--- config.mk ---
export PLATFORM = sky130hd
export DESIGN_NAME = star_bank
export DESIGN_NICKNAME = d
export VERILOG_FILES = /design/src/rtl/game_pkg.sv /design/src/rtl/star_slot.sv /design/src/rtl/star_bank.sv
export SDC_FILE = /design/constraint.sdc
export NUM_CORES = 1
export LEC_CHECK = 0
export ABC_CLOCK_PERIOD_IN_PS = 4000
export BUFFER_PORTS_ARGS = -buffer_cell sky130_fd_sc_hd__buf_2
export CELL_PAD_IN_SITES_DETAIL_PLACEMENT = 1
export CELL_PAD_IN_SITES_GLOBAL_PLACEMENT = 2
export CORE_MARGIN = 2
export CORE_UTILIZATION = 26
export CTS_CLUSTER_SIZE = 8
export DETAILED_ROUTE_END_ITERATION = 12
export PLACE_DENSITY_LB_ADDON = 0.1
export SLEW_MARGIN = 20
export SYNTH_ARGS = -nofsm -noshare
export SYNTH_HDL_FRONTEND = slang
export SYNTH_SLANG_ARGS = --single-unit
--- constraint.sdc ---
create_clock -name sys_clk -period 4 [get_ports sys_clk]
set_clock_uncertainty 0.05 [all_clocks]
set_input_delay 0.8 -clock sys_clk [delete_from_list [all_inputs] [get_ports sys_clk]]
set_output_delay 0.8 -clock sys_clk [all_outputs]
set_load 0.01 [all_outputs]
--- src/rtl/game_pkg.sv ---
// game_pkg: shared game_calc constants and the per-star state encoding
package game_pkg;

    localparam int COORD_W_DEF   = 10;
    localparam int STAR_SIZE_DEF = 12;
    localparam int CHAR_SIZE_DEF = 12;

    typedef enum logic {
        ACTIVE    = 1'b0,
        COLLECTED = 1'b1
    } star_state_e;

endpackage

--- src/rtl/star_slot.sv ---
// star_slot: one collectible star with hit test, collected state and respawn timer
module star_slot
    import game_pkg::*;
#(
    parameter int                 COORD_W     = COORD_W_DEF,
    parameter int                 STAR_SIZE   = STAR_SIZE_DEF,
    parameter int                 CHAR_SIZE   = CHAR_SIZE_DEF,
    parameter logic [COORD_W-1:0] X_INIT      = '0,
    parameter logic [COORD_W-1:0] Y_INIT      = '0,
    parameter int                 RESPAWN_CYC = 0
) (
    input  logic               sys_clk,
    input  logic               RST,
    input  logic [COORD_W-1:0] char_X,
    input  logic [COORD_W-1:0] char_Y,
    input  logic [COORD_W-1:0] bg_pos,
    output logic [COORD_W-1:0] star_x,
    output logic [COORD_W-1:0] star_y,
    output logic               en,
    output logic               collect,
    output logic               touch
);

    localparam int W = COORD_W + 1;
    localparam int CNT_W = RESPAWN_CYC > 1 ? $clog2(RESPAWN_CYC) : 1;
    localparam logic [CNT_W-1:0] CNT_LOAD = CNT_W'(RESPAWN_CYC > 0 ? RESPAWN_CYC - 1 : 0);

    star_state_e      state;
    logic [CNT_W-1:0] cnt;
    logic [W-1:0]     sx_e, sy_e, cx_e, cy_e;
    logic             hit;

    assign star_x = X_INIT - bg_pos;
    assign star_y = Y_INIT;
    // one extra bit keeps pos+SIZE from wrapping at the right/bottom edge
    assign sx_e = {1'b0, star_x};
    assign sy_e = {1'b0, star_y};
    assign cx_e = {1'b0, char_X};
    assign cy_e = {1'b0, char_Y};
    assign hit = (cx_e <= sx_e + W'(STAR_SIZE)) && (sx_e <= cx_e + W'(CHAR_SIZE))
              && (cy_e <= sy_e + W'(STAR_SIZE)) && (sy_e <= cy_e + W'(CHAR_SIZE));
    assign en = state == ACTIVE;
    assign collect = hit && en;

    // collect on hit, then count down to respawn (never when RESPAWN_CYC is 0)
    always_ff @(posedge sys_clk or posedge RST) begin
        if (RST) begin
            state <= ACTIVE;
            cnt   <= '0;
            touch <= 1'b0;
        end else begin
            touch <= collect;
            if (collect) begin
                state <= COLLECTED;
                cnt   <= CNT_LOAD;
            end else if (state == COLLECTED && RESPAWN_CYC != 0) begin
                if (cnt == '0)
                    state <= ACTIVE;
                else
                    cnt <= cnt - 1'b1;
            end
        end
    end

endmodule

--- src/rtl/star_bank.sv ---
// star_bank: bank of collectible stars with saturating score and collection event queue
module star_bank
    import game_pkg::*;
#(
    parameter int                         N_STARS     = 4,
    parameter int                         COORD_W     = COORD_W_DEF,
    parameter int                         STAR_SIZE   = STAR_SIZE_DEF,
    parameter int                         CHAR_SIZE   = CHAR_SIZE_DEF,
    parameter logic [N_STARS*COORD_W-1:0] STAR_X_INIT = '0,
    parameter logic [N_STARS*COORD_W-1:0] STAR_Y_INIT = '0,
    parameter int                         RESPAWN_CYC = 0,
    parameter int                         SCORE_W     = 8,
    localparam int                        ID_W        = N_STARS > 1 ? $clog2(N_STARS) : 1
) (
    input  logic                         sys_clk,
    input  logic                         RST,
    input  logic [COORD_W-1:0]           char_X,
    input  logic [COORD_W-1:0]           char_Y,
    input  logic [COORD_W-1:0]           bg_pos,
    output logic [N_STARS*COORD_W-1:0]   star_x,
    output logic [N_STARS*COORD_W-1:0]   star_y,
    output logic [N_STARS-1:0]           en,
    output logic [N_STARS-1:0]           touch_stars,
    output logic [SCORE_W-1:0]           score,
    output logic                         all_collected,
    output logic                         evt_valid,
    output logic [ID_W-1:0]              evt_id,
    input  logic                         evt_ready
);

    logic [N_STARS-1:0]   collect, pending, pend_n, clr;
    logic [4:0]           n_new;
    logic [SCORE_W+4:0]   sum;
    logic [SCORE_W-1:0]   score_n;
    logic [ID_W-1:0]      low;

    for (genvar i = 0; i < N_STARS; i++) begin : g_slot
        star_slot #(
            .COORD_W     (COORD_W),
            .STAR_SIZE   (STAR_SIZE),
            .CHAR_SIZE   (CHAR_SIZE),
            .X_INIT      (STAR_X_INIT[i*COORD_W +: COORD_W]),
            .Y_INIT      (STAR_Y_INIT[i*COORD_W +: COORD_W]),
            .RESPAWN_CYC (RESPAWN_CYC)
        ) u_slot (
            .sys_clk (sys_clk),
            .RST     (RST),
            .char_X  (char_X),
            .char_Y  (char_Y),
            .bg_pos  (bg_pos),
            .star_x  (star_x[i*COORD_W +: COORD_W]),
            .star_y  (star_y[i*COORD_W +: COORD_W]),
            .en      (en[i]),
            .collect (collect[i]),
            .touch   (touch_stars[i])
        );
    end

    assign evt_valid = |pending;
    assign all_collected = (RESPAWN_CYC == 0) && ~|en;
    assign clr = (evt_valid && evt_ready) ? N_STARS'(1) << evt_id : '0;
    // a new collection wins over the clear of the bit being reported
    assign pend_n = (pending & ~clr) | collect;
    assign sum = (SCORE_W+5)'(score) + (SCORE_W+5)'(n_new);
    assign score_n = |sum[SCORE_W+4:SCORE_W] ? '1 : sum[SCORE_W-1:0];

    // count new collections and find the lowest pending star for the next event
    always_comb begin
        n_new = '0;
        low = '0;
        for (int j = 0; j < N_STARS; j++)
            n_new = n_new + 5'(collect[j]);
        for (int j = N_STARS - 1; j >= 0; j--)
            if (pend_n[j])
                low = ID_W'(j);
    end

    // score, pending mask and event id; id holds while the consumer stalls
    always_ff @(posedge sys_clk or posedge RST) begin
        if (RST) begin
            score   <= '0;
            pending <= '0;
            evt_id  <= '0;
        end else begin
            score   <= score_n;
            pending <= pend_n;
            evt_id  <= (evt_valid && !evt_ready) ? evt_id : low;
        end
    end

endmodule
==> results of run 1 <==
[worst max-delay path: stages]
cell and delay, ns:
buf_6 0.10, or3_4 0.40, o31ai_4 0.18, o21ai_2 0.10, o22ai_4 0.22, nand2_2 0.08, xor2_1 0.14, ha_1 0.29
a21o_1 0.19, a21oi_2 0.18, buf_4 0.14, a21bo_4 0.12, a31oi_4 0.04, or2_4 0.30, nor2_8 0.13, inv_4 0.04
fa_1 0.55, inv_2 0.05, ha_4 0.15, ha_4 0.23, fa_2 0.39, a21oi_4 0.21, buf_4 0.13, nand3_1 0.07
o21a_1 0.11
[per-layer routing]
layer | share of wire | vias to the layer above
met5 | 0 | -
met1 | 0.45 | 1136
met2 | 0.50 | 73
li1 | - | 1243
met3 | 0.045 | 2
met4 | 0.0023 | 0
[cell usage in the layout (no fill, tap or decap), drive strengths merged, types with 10 or more instances in the layout]
cell and count:
a21oi 11, buf 169, conb 40, dfrtp 22
ha 30, inv 26, nand2 22, nor2 16
nor3 10, o21ai 14, xor2 14
[layout make-up]
type	count	area [um2]	area share
Clock buffer	3	41.3	0.0107
Clock inverter	1	30.0	0.00775
Inverter	27	121	0.0313
Multi-Input combinational cell	232	1880	0.485
Sequential cell	22	551	0.142
Tap cell	136	170	0.0439
Timing Repair Buffer	169	1080	0.279
[worst paths after layout]
check                      slack, ns          to
max                            -1.24    score[7]
min                             0.45  pending[2]
max reg2reg                     1.13    score[7]
min reg2reg                     0.45  pending[2]
max in group asynchronous       2.70    score[5]
min in group asynchronous       0.65  pending[0]
[registers in the layout, indices dropped and copies added (netlist names)]
signal	cells
pending	4
score	8
evt_id	2
g_slot.u_slot.touch	4
g_slot.u_slot.state	4
[timing repair]
action                     CTS  global route
gates resized for setup     16            25
setup endpoints to repair    8            11
setup buffers                6             8
cloned                       0             0
pin swaps                    8            32
hold buffers                 0             0
[where the power goes]
group / internal [uW] / switching (uW) / total [uW]
Clock: 134 / 76.5 / 210
Combinational: 161 / 170 / 331
Sequential: 223 / 1.04 / 224
Total: 518 / 248 / 765
[per-stage QoR]
step | setup slack, ns | cell area [um2]
floorplan | -1.46 | 3060
global route | -1.46 | 3870
CTS | -1.26 | 3720
finish | -1.24 | 3870
detailed placement | -1.73 | 3530
global placement | -1.65 | 3530
[cells by family after synthesis]
kind of cell / Yosys count
fa+ha+maj: 32
compound gates: 53
simple gates: 84
xor+xnor: 23
buf+inv: 110
other cells: 1
flops: 22
==> impl_metrics.yaml, run 1 <==
worst_hold_path:
  hp-class: "flip-flop to flip-flop"
  min_path_cells: 1
  hp-start: "g_slot[2].u_slot.state"
floorplan:
  fp.dieH_um: 107
  start_util: 0.268
  die_x_um: 107
  dieArea_um2: 11500
  io_pins: 133
  core-area_um2: 10300
  row_count: 37
sta:
  hold_viol: 0
  rsz0062_at_grt: "true"
  slew_violations: 0
  setup_ws_ns: -1.24
  worst_hold_slack_ns: 0.451
  setup_violations: 8
  fin_crit_ns: 5.24
  fmax_mhz: 191
  relSlewSlack: 0.410
  final.setup.tns_ns: -9.52
  fin_crit_sh: 1.31
  worst_slew_pin_slew_ns: 0.885
finish:
  n_antenna_cell: 0
  utilization: 0.375
  drive_gt1_frac: 0.498
  finalNonFillerCells: 590
  area_growth_pct: 39.9
  fillCellCount: 1275
  final_nets: 520
logic_synthesis:
  synth_top_cell_area_share: 0.217
  syn-instance-count: 325
  synth_most_common_cell: "buf_4"
  synthDistinctLibCells: 55
  synth_area_um2: 2770
  synth.area.top_cells: "buf_4 22%, dfrtp_1 20%, ha_1 14%"
  synthFlopType: "dfrtp_1"
  async_flop_share: 1.00
  synth_fa_ha_area_frac: 0.150
  synth-edff-count: 0
  synth_warnings: 0
  ys_top_cells_by_count: "80 x buf_4, 30 x ha_1, 26 x inv_1, 22 x dfrtp_1, 22 x nand2_1"
  synth_top_family_by_area: "buffers and inverters"
  yosys.area.top_type: "buf_4"
  synth-xor-area-share: 0.0728
  yosysSeqAreaShare: 0.199
  synthSimpleGateAreaFrac: 0.162
  avgSynthCellArea_um2: 8.52
  ys_ff_latch: 22
  synth_compound_area_frac: 0.151
  synth_mux_area_frac: 0
clock_network:
  numClockSinks: 22
  cts_made_buffers: 3
  clkTransAtPathRegs_ns: 0.09
  clk_path_buf_depth: 2
  htree_num_levels: 1
  cts_root_buffer: "clkbuf_8"
  worstSkewPairLatency_ns: 0.27
  cts_tree: "yes"
critical_path:
  reg2reg_from: "g_slot[3].u_slot.state"
  crit_start: "bg_pos[3]"
  setup.worst_path.class: "input pin to flip-flop"
  cp-end-kind: "flip-flop"
  cp.arrival_ns: 5.35
  cp_max_fo: 4
  worst-endpoint-required_ns: 4.11
  critPathLaunchType: "input pin"
  r2r_cells: 10
drt:
  drt-pass1-iter-count: 4
  drtIter0Drc: 77
  routed_wl_um: 7260
  vias: 2454
  routedWlPerCell_um: 12.3
  vias_per_cell: 4.16
  drc: 0
  ant_nets: 0
place:
  gp_congestion: 0.745
  place_inst: 572
  portBuffers: 92
  hpwl_um: 6360
power:
  powerDensity_nw_per_um2: 198
  leakage_uw: 0.00204
  power_uw: 765
  ir_drop_v: 0.000116
grt:
  grt_pass1_vias: 2393
  grt_pass1_wl_um: 11800
  grt_max_degree: 23
  busiest_layer: "met2"
  grt-ovfl-total: 0
  use_met1: 0.169
  antenna_found_initial: 0
  track_usage: 0.127
  met2_usage: 0.226
  grt_util_met3: 0.0182
run_status:
  status: "complete, but fails checks"
  violations: "setup timing"
job:
  max_cap_viol_count: 0
No activity file was read; power rests on OpenSTA's default activity.
==> inputs of run 2 (changes only) <==
--- a/config.mk
+++ b/config.mk
@@ -13,7 +13,7 @@
 export CORE_UTILIZATION = 26
 export CTS_CLUSTER_SIZE = 8
 export DETAILED_ROUTE_END_ITERATION = 12
-export PLACE_DENSITY_LB_ADDON = 0.1
+export PLACE_DENSITY = 0.89
 export SLEW_MARGIN = 20
 export SYNTH_ARGS = -nofsm -noshare
 export SYNTH_HDL_FRONTEND = slang
==> impl_metrics.yaml, run 2 (synthesis results as in run 1) <==
drt:
  drc: 0
  routed_wl_um: 7500
  drt-pass1-iter-count: 4
  routedWlPerCell_um: 13.0
  vias: 2471
  ant_nets: 0
  drtIter0Drc: 38
  vias_per_cell: 4.30
power:
  p_clk_frac: 0.280
  combPwrFrac: 0.419
  p_sw_uw: 242
  leakage_uw: 0.00198
  swShare: 0.325
  ir_drop_v: 0.000106
  power_uw: 744
  seq_power_share: 0.301
  powerDensity_nw_per_um2: 198
  intPower_uw: 502
finish:
  final_nets: 505
  drive_gt1_frac: 0.472
  fillCellCount: 1243
  multiInputGateArea_um2: 1870
  layout_common_cells: "87 x buf_2, 62 x buf_4, 40 x conb_1, 23 x ha_1"
  n_antenna_cell: 0
  largest-register: "score"
  area_growth_pct: 35.5
  finalNonFillerCells: 575
  utilization: 0.363
  largest_reg_flops: 8
  final_cell_area_um2: 3750
  mostFrequentLayoutCell: "buf_2"
  seq_area_um2: 551
clock_network:
  numClockSinks: 22
  worstSkewPairLatency_ns: 0.27
  clkTransAtPathRegs_ns: 0.08
  cts_hold_buf: 0
  cts_made_buffers: 3
  cts_root_buffer: "clkbuf_8"
  htree_num_levels: 1
  cts_tree: "yes"
  clk_path_buf_depth: 2
critical_path:
  worst-endpoint-required_ns: 4.10
  cp.arrival_ns: 5.40
  setup.worst_path.class: "input pin to flip-flop"
  cp-end-kind: "flip-flop"
  r2r_slack_ns: 1.10
  critPathLaunchType: "input pin"
  cp_max_fo: 4
place:
  place_inst: 562
  place_area_um2: 3460
  pre_cts_ws_ns: -1.77
  gp_congestion: 0.777
  portBuffers: 92
  hpwl_um: 6380
sta:
  setup_violations: 8
  worst_slew_pin_slew_ns: 0.859
  rsz0062_at_grt: "true"
  setup_ws_ns: -1.30
  fin_crit_ns: 5.30
  hold_viol: 0
  fin_crit_sh: 1.32
  fmax_mhz: 189
  relSlewSlack: 0.426
  slew_violations: 0
grt:
  grt-ovfl-total: 0
  track_usage: 0.128
  antenna_found_initial: 0
  grt_max_degree: 23
  grt_pass1_wl_um: 11800
  grt_pass1_vias: 2478
floorplan:
  core-area_um2: 10300
  die_x_um: 107
  row_count: 37
  io_pins: 133
  fp.dieH_um: 107
  start_util: 0.268
  dieArea_um2: 11500
run_status:
  violations: "setup timing"
  status: "complete, but fails checks"
job:
  max_cap_viol_count: 0
worst_hold_path:
  hp-class: "flip-flop to flip-flop"
[run 2: changes by cell type in the layout (fill, tap and decap cells not counted), sizes merged]
cell	change
clkinv	-1
inv	+1
buf	-15
[run 2: power groups by stage]
stage	clock network, uW	logic [uW]	registers, uW
3_3_place_gp	0	282	229
4_1_cts	214	299	224
6_report	208	311	224
5_1_grt	227	345	224
2_1_floorplan	0	217	229
3_5_place_dp	0	292	229
[run 2: what timing repair did]
action                                  CTS  global route
buffers inserted                          4             6
pin swaps                                24            24
gates resized for setup                  15            16
endpoints found under the setup margin    8            10
[run 2: path summary, 6_finish.rpt]
path	startpoint	depth (start not counted)	to
max	bg_pos[3]	23	score[2]
min	g_slot[2].u_slot.state	1	pending[2]
max reg2reg	g_slot[1].u_slot.state	10	score[2]
min reg2reg	g_slot[2].u_slot.state	1	pending[2]
max in group asynchronous	RST	2	g_slot[1].u_slot.state
min in group asynchronous	RST	2	score[6]
[run 2: final cells by class]
cell class              instances  share of cell area
well taps                     136              0.0454
flip-flops and latches         22               0.147
repair buffers                154               0.259
multi-input cells             232               0.498
clock buffers                   3              0.0110
inverters                      27              0.0324
clock inverters                 1             0.00801
[run 2: per-layer routing]
| metal | vias to the layer above | global-route usage | routed length (um) |
|---|---|---|---|
| met1 | 1181 | 0.140 | 2880 |
| met5 | - | 0 | 0 |
| li1 | 1211 | - | - |
| met3 | 7 | 0.0116 | 316 |
| met4 | 0 | 0.0278 | 72 |
| met2 | 72 | 0.259 | 4240 |
[run 2: critical path, cell delays in order]
cell     delay, ns
buf_8         0.10
or3_4         0.40
o31ai_4       0.24
o21ai_2       0.10
o22ai_4       0.19
nand2_1       0.09
xor2_1        0.15
ha_1          0.31
a21o_1        0.20
a21oi_2       0.14
a21oi_1       0.07
a21bo_2       0.21
a31oi_4       0.05
or3_4         0.42
fa_1          0.56
inv_2         0.05
ha_4          0.22
ha_4          0.16
fa_2          0.38
buf_4         0.15
buf_4         0.12
xnor2_1       0.19
nand2_1       0.10
[run 2: per-stage QoR]
step	hold WS [ns]	setup TNS [ns]
final	0.475	-9.80
after CTS	0.470	-10.05
after global routing	0.494	-11.68
after floorplan	0.418	-11.53
after detailed placement	0.445	-14.33
after global placement	0.438	-12.66
